## src/rtl/vga_plot_pkg.sv

```systemverilog
// Shared constants and types for the VGA plot arbiter.
package vga_plot_pkg;

  localparam int unsigned REQ_COUNT = 4;

  localparam int unsigned REQ_CLEAR = 0;
  localparam int unsigned REQ_PIPE  = 1;
  localparam int unsigned REQ_BIRD  = 2;
  localparam int unsigned REQ_SCORE = 3;

  localparam int unsigned X_W = 8;
  localparam int unsigned Y_W = 7;
  localparam int unsigned C_W = 3;

  localparam int unsigned SCREEN_W = 160;
  localparam int unsigned SCREEN_H = 120;

  typedef enum logic {
    IDLE  = 1'b0,
    BURST = 1'b1
  } state_t;

endpackage

```

## src/rtl/plot_priority_encoder.sv

```systemverilog
// Combinational fixed-priority picker: lowest index eligible requester wins.
module plot_priority_encoder
  import vga_plot_pkg::*;
(
  input  logic [REQ_COUNT-1:0] eligible,
  output logic [REQ_COUNT-1:0] winner
);

  // Scan upward and keep only the first set bit
  always_comb begin
    winner = '0;
    for (int unsigned i = 0; i < REQ_COUNT; i++) begin
      if (eligible[i] && (winner == '0)) begin
        winner[i] = 1'b1;
      end
    end
  end

endmodule

```

## src/rtl/vga_plot_arbiter.sv

```systemverilog
// Burst arbiter sharing one VGA adapter write port between four pixel
// sources (clear, pipes, bird, score). Each of requesters 1..3 is served at
// most once per frame; requester 0 is always eligible.
// Optional build macro PLOT_BOUNDS_CHECK_EN: swallow off-screen pixels and
// count them in droppedCount.
module vga_plot_arbiter
  import vga_plot_pkg::*;
(
  input  logic                     clk,
  input  logic                     resetLow,
  input  logic                     frameTick,
  input  logic [REQ_COUNT-1:0]     req,
  input  logic [REQ_COUNT-1:0]     last,
  input  logic [REQ_COUNT*X_W-1:0] reqX,
  input  logic [REQ_COUNT*Y_W-1:0] reqY,
  input  logic [REQ_COUNT*C_W-1:0] reqColour,
  output logic [REQ_COUNT-1:0]     grant,
  output logic [X_W-1:0]           plotX,
  output logic [Y_W-1:0]           plotY,
  output logic [C_W-1:0]           plotColour,
  output logic                     plotEn,
  output logic                     busy,
  output logic                     frameOverrun
`ifdef PLOT_BOUNDS_CHECK_EN
  ,
  output logic [7:0]               droppedCount
`endif
);

  state_t               state;
  state_t               state_next;
  logic [REQ_COUNT-1:0] grant_next;
  logic [REQ_COUNT-1:0] served;
  logic [REQ_COUNT-1:0] served_next;
  logic                 overrun_next;
  logic                 arb_ready;
  logic [REQ_COUNT-1:0] eligible;
  logic [REQ_COUNT-1:0] winner;
  logic                 plot_hit;
  logic                 sel_last;
  logic [X_W-1:0]       sel_x;
  logic [Y_W-1:0]       sel_y;
  logic [C_W-1:0]       sel_c;
  logic                 in_bounds;

  // served[REQ_CLEAR] is never set, so requester 0 stays eligible
  assign eligible = req & ~served;
  assign busy     = |grant;

  plot_priority_encoder u_prio (
    .eligible (eligible),
    .winner   (winner)
  );

  // Pick the granted requester's pixel slice and end-of-burst marker
  always_comb begin
    sel_x    = '0;
    sel_y    = '0;
    sel_c    = '0;
    sel_last = 1'b0;
    for (int unsigned i = 0; i < REQ_COUNT; i++) begin
      if (grant[i]) begin
        sel_x    = reqX[i*X_W +: X_W];
        sel_y    = reqY[i*Y_W +: Y_W];
        sel_c    = reqColour[i*C_W +: C_W];
        sel_last = last[i] & req[i];
      end
    end
  end

  assign plot_hit = (state == BURST) && |(req & grant);

`ifdef PLOT_BOUNDS_CHECK_EN
  localparam logic [X_W-1:0] X_LIMIT = X_W'(SCREEN_W);
  localparam logic [Y_W-1:0] Y_LIMIT = Y_W'(SCREEN_H);
  assign in_bounds = (sel_x < X_LIMIT) && (sel_y < Y_LIMIT);
`else
  assign in_bounds = 1'b1;
`endif

  // Next-state logic: arbitrate in IDLE, track burst completion, frame bookkeeping
  always_comb begin
    state_next   = state;
    grant_next   = grant;
    served_next  = served;
    overrun_next = frameOverrun;

    unique case (state)
      IDLE: begin
        if (arb_ready && (|eligible)) begin
          grant_next = winner;
          state_next = BURST;
        end
      end
      BURST: begin
        if (plot_hit && sel_last) begin
          grant_next             = '0;
          state_next             = IDLE;
          served_next            = served | grant;
          served_next[REQ_CLEAR] = 1'b0;
        end
      end
      default: state_next = IDLE;
    endcase

    // Frame start clears the served set; it overrides a same-cycle completion
    if (frameTick) begin
      served_next = '0;
      if (((state == BURST) && (|grant[REQ_COUNT-1:1])) ||
          (|(req[REQ_COUNT-1:1] & ~served[REQ_COUNT-1:1]))) begin
        overrun_next = 1'b1;
      end
    end
  end

  // Control state register; arb_ready holds off arbitration for the first cycle after reset
  always_ff @(posedge clk) begin
    if (!resetLow) begin
      state        <= IDLE;
      grant        <= '0;
      served       <= '0;
      frameOverrun <= 1'b0;
      arb_ready    <= 1'b0;
    end else begin
      state        <= state_next;
      grant        <= grant_next;
      served       <= served_next;
      frameOverrun <= overrun_next;
      arb_ready    <= 1'b1;
    end
  end

  // Pixel output register: one cycle from accepted request to write strobe
  always_ff @(posedge clk) begin
    if (!resetLow) begin
      plotX      <= '0;
      plotY      <= '0;
      plotColour <= '0;
      plotEn     <= 1'b0;
    end else begin
      plotEn <= plot_hit && in_bounds;
      if (plot_hit) begin
        plotX      <= sel_x;
        plotY      <= sel_y;
        plotColour <= sel_c;
      end
    end
  end

`ifdef PLOT_BOUNDS_CHECK_EN
  // Saturating tally of off-screen pixels that were swallowed
  always_ff @(posedge clk) begin
    if (!resetLow) begin
      droppedCount <= '0;
    end else if (plot_hit && !in_bounds && (droppedCount != '1)) begin
      droppedCount <= droppedCount + 8'd1;
    end
  end
`endif

endmodule

```

## config.mk

```make
export PLATFORM = sky130hd
export DESIGN_NAME = vga_plot_arbiter
export DESIGN_NICKNAME = d
export VERILOG_FILES = /design/src/rtl/vga_plot_pkg.sv /design/src/rtl/plot_priority_encoder.sv /design/src/rtl/vga_plot_arbiter.sv
export SDC_FILE = /design/constraint.sdc
export NUM_CORES = 1
export LEC_CHECK = 0
export BUFFER_PORTS_ARGS = -buffer_cell sky130_fd_sc_hd__buf_4
export CAP_MARGIN = 20
export CORE_ASPECT_RATIO = 0.6
export CORE_MARGIN = 3
export CORE_UTILIZATION = 37
export CTS_CLUSTER_DIAMETER = 30
export DETAILED_ROUTE_END_ITERATION = 16
export GPL_ROUTABILITY_DRIVEN = 0
export HOLD_SLACK_MARGIN = 0.08
export PLACE_DENSITY_LB_ADDON = 0.25
export REMOVE_ABC_BUFFERS = 1
export SYNTH_ARGS = -nofsm -noshare
export SYNTH_HDL_FRONTEND = slang
export SYNTH_SLANG_ARGS = --single-unit
```

## constraint.sdc

```tcl
create_clock -name clk -period 1.4 [get_ports clk]
set_clock_uncertainty 0.05 [all_clocks]
set_input_delay 0.21 -clock clk [delete_from_list [all_inputs] [get_ports clk]]
set_output_delay 0.21 -clock clk [all_outputs]
set_load 0.1 [all_outputs]
```

# Word level (Yosys, flattened, before mapping)
# Index checks and enable logic that the tools add are counted.
# classes
add_sub_neg	0
multipliers	0
div_mod_pow	0
order_cmp	0
n_eq_ne	2
shifts	0
muxes	27
n_bitwise	13
reduce_logical	19
# ops
operator	count
$mux 8	4
$mux 7	4
$mux 3	4
$reduce_or 4->1	3
$mux 1	11
$and 4x4->4	2
$mux 4	2
$pmux 4 s2	1
$logic_and 1x1->1	7
$reduce_and 2->1	3
$reduce_or 3->1	2
$and 1x1->1	4
$not 4->4	1
$or 4x4->4	1
$and 3x3->3	1
$logic_not 3->1	1
$not 1->1	3
$not 3->3	1
$logic_not 2->1	1
$ne 2x1->1 const B	1
$ne 2x2->1 const B	1
$pmux 1 s2	1
$reduce_or 2->1	1
$logic_or 1x1->1	1
# word_totals
register_bits	29
latchBits	0
ram_bits	0
romBits	0
in_bits	83
out_inout_bits	25
memories	0

# Longest topological paths before layout
# Gate-level depths: netlist of the first run.
# depth
word_depth	14
mapped_depth	7
mapped_depth_nobuf	4

# Cells and area by module
# Synthesis of the first run repeated with hierarchy kept, for this count alone.
# unflattened
cells_unflattened	188
area_unflattened_um2	1612.8
# modules_own_cells
mod	instances	cells_each	area_per_inst_um2	seq_area_each_um2
vga_plot_arbiter	1	184	1576.5	580.6
plot_priority_encoder	1	4	36.3	0.0

# Worst setup path before layout of the first run
# OpenSTA, ideal clock, no wires.
# synth_timing
path_type	reg2out
startpoint	register grant[3]
endpoint	output busy
arrival_ns	2.159
path_slack_ns	-1.019
path_stages_with_launch	4
n_path_buf	1
cell_sequence	dfxtp_1 -> or2_1 -> buf_2 -> or3_1
# synth_via
elab_chain_len	1
# synth_lines
element	line_no	rtl
from (decl)	vga_plot_arbiter.sv:17	output logic [REQ_COUNT-1:0] grant,
from (signal assigned)	vga_plot_arbiter.sv:126	grant <= grant_next;
$reduce_or 4->1	vga_plot_arbiter.sv:48	assign busy = |grant;
to (decl)	vga_plot_arbiter.sv:22	output logic busy,
# No other way between the ends.

# Final worst setup path of the first run
# layout_timing
startpoint	register grant[2]
endpoint	output busy
# Same word-level chain as after synthesis.

==> impl_metrics.ini, run 1 <==
[run_status]
status = finished with violations
failed_checks = negative setup slack

[placed_design]
dpl.hpwl_um = 4410
portBuffers = 107
place_area_sq_um = 2580
pre_cts_ws_ns = -0.131

[setup_path]
reg2reg_from = grant[1]
path_cells = or2_4 -> or3_4 -> buf_12
critPathBufInv = 1
path_class = flip-flop to primary output
cp_max_fo = 2
cp-end-kind = primary output
crit_family = simple AND/OR/NAND/NOR gates
critPathMaxStageDelay_ns = 0.34
crit_start = grant[2]
ff2ff_path_depth = 7
startpoint_type = flip-flop
crit_slowest_cell = or3_4
worstPathRequired_ns = 1.14
timing.rr.end = served[1]
regToRegSetupSlack_ns = -0.25
critPathArrivalTime_ns = 1.39

[synth]
synth-seq-cells = 29
yosysTopAreaCell = dfxtp_1
yosysSeqAreaShare_pct = 36.5
ys_dominant_reg_cell = dfxtp_1
netlist_instances = 185
syn_avg_cell_area_sq_um = 8.60
async_flop_share_pct = 0
synth.cell_area_sq_um = 1590
synth.lib_cells_used.distinct = 37
yosysTopAreaCellShare_pct = 36.5
yosys_warnings = 0
synth.top_cells.by_area = dfxtp_1 (36%), a221oi_1 (9.9%), or3_1 (7.5%)
synth_edf_count = 0

[timing]
layout_setup_ws_ns = -0.254
relSlewSlack_pct = 69.6
post-route-min-period_ns = 1.65
setup_viol = 29
whs_ns = 0.197
min_period_over_period_pct = 118
rsz0062_at_grt = true
hold_viol = 0
max_freq_mhz = 605
worst_pin_slew_ns = 0.449
drv_slew = 0

[finish]
area_growth_pct = 113
final_util_pct = 86.9
multi_input_area_sq_um = 1140
diodes = 0
fillers = 200
nets = 417
final_cell_area_sq_um = 3380
drive_gt1_share_pct = 66.2
regArea_sq_um = 586

[clocking]
cts_sinks = 29
root_buffer = clkbuf_8
clk_latency_ns = 0.28
htreeDepth = 2
clk_pin_slew_ns = 0.06
cts_tree = built
cts_made_buffers = 5
clk_path_buf_depth = 2

[die]
coreArea_sq_um = 3890
rows = 17
dieArea_sq_um = 5150
initial_core_util_pct = 40.9
fp.dieW_um = 90.7
dieHeight_um = 56.8
ios = 108

[global_routing]
grt_pass1_wl_um = 12300
grt_max_degree = 13
grt_util_all_layers_pct = 31.1
overflow = 0
grt_antenna_before_repair = 0
grt_pass1_vias = 2317

[flow_run]
max_cap_viol_count = 0

[pwr]
power_mw = 2.30
ir_worst_vdd_mv = 0.512
p_per_area_nw_per_um2 = 681
power.leakage_nw = 1.42

[min_path]
hold_depth = 2
hold_class = input pin to flip-flop
hold_path_startpoint = resetLow
hold_path_end = frameOverrun

[detailed_routing]
wire_per_inst_um = 23.1
via_per_inst = 6.13
dr.first_iter.drc_count = 159
drc = 0
routed_wl_um = 9030
via_count = 2398
ant_nets = 0
drt-pass1-iter-count = 5
-- worst register-to-register path, stage by stage, from the launching register on --
cell	delay [ns]
dfxtp_2	0.34
buf_6	0.12
a22o_4	0.25
o21ai_4	0.23
buf_8	0.19
clkbuf_16	0.16
nor2_2	0.04
a22o_1	0.16
-- timing repair --
action                                  CTS  global route
endpoints found under the hold margin     1             0
pin swaps                                18            31
gates cloned                              7             3
resized for setup                        46            58
endpoints found under the setup margin   27            32
buffers inserted                         20             4
hold buffers                              1             0
-- worst max path at each step --
stage	to	slack, ns	depth (start not counted)
global placement	plotY[0]	-0.07	6
CTS	busy	-0.22	3
global route	served[2]	-0.28	7
finish	busy	-0.25	3
floorplan	busy	-1.16	2
detailed placement	plotX[5]	-0.13	6
-- cells by family (layout without fill, tap and decap cells) --
logic type | after synthesis | in the layout | share of synthesized area, %
AO/OA/AOI/OAI | 72 | 72 | 32.9
AND/OR/NAND/NOR | 66 | 66 | 22.4
flip-flops | 29 | 29 | 36.5
buffers and inverters | 18 | 167 | 8.18
-- synth_stat cells (3+ instances only) --
cell      number
nand2_1       20
a221oi_1      18
a21oi_1       18
nor2_1         8
nor2b_1        6
buf_2          5
o22ai_1       18
or3_1         19
dfxtp_1       29
buf_4          3
buf_6          6
nor3_1         3
o21a_1         3
-- sequential cells by signal (all words and copies together), names as in the netlist, 3 cells and up --
name        count
plotX           8
plotY           7
grant           4
plotColour      3
served          3
-- final cells by class --
| class | count | share of cell area, % |
|---|---|---|
| Sequential cell | 29 | 17.3 |
| Tap cell | 57 | 2.11 |
| Timing Repair Buffer | 158 | 43.9 |
| Clock buffer | 7 | 2.55 |
| Multi-Input combinational cell | 138 | 33.8 |
| Inverter | 2 | 0.259 |
-- power breakdown --
group	switching [mW]	internal (mW)
Sequential	0.0178	0.841
Combinational	0.357	0.378
Clock	0.321	0.389
-- placed cells by master (no fill, tap or decap), drive strengths merged, types with 2 or more instances in the layout --
master and n:
a21boi 2, o21ai 2, a21oi 18, o22ai 18, a31oi 2, dfxtp 29, nor2 8, nor3 4
or3 19, a22o 4, clkbuf 10, nor2b 7, o21a 3, buf 154, a221oi 18, nand2 20
-- stage by stage --
step	setup TNS, ns	cells
6_report	-5.27	391
3_3_place_gp	-1.32	358
2_1_floorplan	-30.84	169
5_1_grt	-6.40	391
4_1_cts	-3.69	391
3_5_place_dp	-2.18	358
-- layer usage --
metal / GRT usage (%) / up-vias / share of wire [%]
li1: - / 1019 / -
met1: 37.0 / 1136 / 39
met2: 52.2 / 200 / 45
met3: 11.0 / 43 / 12
met4: 11.3 / 0 / 3.6
met5: 0 / - / 0
No activity file was read; power rests on OpenSTA's default activity.
==> run 2: changes to the inputs <==
--- a/config.mk
+++ b/config.mk
@@ -6,7 +6,6 @@
 export NUM_CORES = 1
 export LEC_CHECK = 0
 export BUFFER_PORTS_ARGS = -buffer_cell sky130_fd_sc_hd__buf_4
-export CAP_MARGIN = 20
 export CORE_ASPECT_RATIO = 0.6
 export CORE_MARGIN = 3
 export CORE_UTILIZATION = 37
@@ -16,6 +15,7 @@
 export HOLD_SLACK_MARGIN = 0.08
 export PLACE_DENSITY_LB_ADDON = 0.25
 export REMOVE_ABC_BUFFERS = 1
+export SKIP_CTS_REPAIR_TIMING = 1
 export SYNTH_ARGS = -nofsm -noshare
 export SYNTH_HDL_FRONTEND = slang
 export SYNTH_SLANG_ARGS = --single-unit
==> run 2 against run 1 <==
Against the previous run: the flow still finishes with violations (negative setup slack); setup slack about the same; non-clock buffer count down 13; global-route usage down 9.8 points; sequential share of layout area up 2.1 points; clock power down 3.0%; critical path type unchanged; largest power group unchanged; via count down 11%; register-to-register slack better by 0.09 ns; die area unchanged; final cell count down 3.3%; fmax about the same; first-iteration DRC count down 41%; flip-flop and latch count unchanged.
==> impl_metrics.ini, run 2 (same netlist as run 1, synthesis figures left out) <==
[run_status]
status = finished with violations
failed_checks = negative setup slack

[detailed_routing]
via_per_inst = 5.65
drc = 0
met2_length_um = 3180
wire_per_inst_um = 18.0
dr.first_iter.drc_count = 94
via_count = 2136
wl_met3_um = 779
ant_nets = 0
drt-pass1-iter-count = 4
routed_wl_um = 6800
wl_met1_um = 2790
routed.top_layer = met4

[clocking]
clk_pin_slew_ns = 0.06
cts_sinks = 29
cts_made_buffers = 5
clk_path_buf_depth = 2
htreeDepth = 2
clk_latency_ns = 0.28
root_buffer = clkbuf_8
cts_tree = built

[die]
coreArea_sq_um = 3890
fp.dieW_um = 90.7
dieHeight_um = 56.8
dieArea_sq_um = 5150
rows = 17
initial_core_util_pct = 40.9
ios = 108

[finish]
fillers = 290
final_common_cell = buf_4
largest_register_ffs = 8
largestRegisters = plotX: 8 flops, plotY: 7 flops, grant: 4 flops
nets = 404
top_register = plotX
drive_gt1_share_pct = 57.3
diodes = 0
final_cell_mix = buf_4 (127), dfxtp_1 (24), nand2_1 (20)
instances_no_fill = 378
final_cell_area_sq_um = 3020
area_growth_pct = 90.0
final_util_pct = 77.7

[timing]
hold_viol = 0
min_period_over_period_pct = 118
fin_setup_tns_ns = -3.22
layout_setup_ws_ns = -0.254
whs_ns = 0.185
relSlewSlack_pct = 73.1
max_freq_mhz = 605
post-route-min-period_ns = 1.65
worst_pin_slew_ns = 0.403
setup_viol = 27
drv_slew = 0
rsz0062_at_grt = true

[setup_path]
critPathMaxStageDelay_ns = 0.35
crit_family = simple AND/OR/NAND/NOR gates
reg2reg_from = grant[3]
critPathBufInv = 1
timing.rr.end = plotY[4]
worst-path-stages = 3
startpoint_type = flip-flop
path_cells = or2_4 -> or3_4 -> buf_12
path_class = flip-flop to primary output
crit_slowest_cell = or3_4
critPathArrivalTime_ns = 1.39
cp_max_fo = 4
crit_start = grant[3]
cp-end-kind = primary output
regToRegSetupSlack_ns = -0.16
endpoint = busy
ff2ff_path_depth = 7
worstPathRequired_ns = 1.14

[min_path]
hold_class = input pin to flip-flop

[global_routing]
grt_pass1_vias = 1839
grt_antenna_before_repair = 0
grt_max_degree = 42
overflow = 0
grt_pass1_wl_um = 8780
grt_util_all_layers_pct = 21.3

[pwr]
p_int_mw = 1.55
p_per_area_nw_per_um2 = 718
pwr-share-clk_pct = 31.7
comb_power_share_pct = 28.8
power.leakage_nw = 1.29
sw_frac_of_total_pct = 28.4
power_mw = 2.17
power.switching_uw = 617
seq_power_share_pct = 39.5
ir_worst_vdd_mv = 0.448

[placed_design]
dpl.hpwl_um = 4410
placedCellCount = 358
place_area_sq_um = 2580
portBuffers = 107
pre_cts_ws_ns = -0.131

[flow_run]
max_cap_viol_count = 0
[run 2: cell count changes in the layout (fill, tap and decap cells not counted), sizes merged]
cell and delta:
buf -14, clkbuf +1
[run 2: layer usage]
layer / track usage, % / up-vias
li1: - / 999
met5: 0 / -
met3: 8.30 / 6
met2: 34.6 / 116
met4: 5.88 / 0
met1: 26.4 / 1015
[run 2: power by group through the flow]
| stage | Sequential (mW) | Combinational, mW | Clock (mW) |
|---|---|---|---|
| 5_1_grt | 0.858 | 0.658 | 0.738 |
| 3_5_place_dp | 0.872 | 0.539 | 0 |
| 3_3_place_gp | 0.871 | 0.530 | 0 |
| 6_report | 0.857 | 0.625 | 0.689 |
| 2_1_floorplan | 0.954 | 0.148 | 0 |
| 4_1_cts | 0.854 | 0.540 | 0.704 |
[run 2: how the worst min path moves through the flow]
stage          slack, ns  cells after the start      from      endpoint
2_1_floorplan       0.19                      0  resetLow     arb_ready
3_3_place_gp        0.34                      1  resetLow     arb_ready
3_5_place_dp        0.34                      1  resetLow     arb_ready
4_1_cts             0.04                      1  resetLow     arb_ready
5_1_grt             0.18                      2  resetLow  frameOverrun
6_report            0.19                      2  resetLow  frameOverrun
[run 2: cell type report]
class / instances / area, sq um / share of cell area, %
flip-flops and latches: 29 / 587 / 19.4
inverters: 2 / 7.51 / 0.248
repair buffers: 145 / 1260 / 41.7
well taps: 57 / 71.3 / 2.36
clock buffers: 7 / 86.3 / 2.85
multi-input cells: 138 / 1010 / 33.4
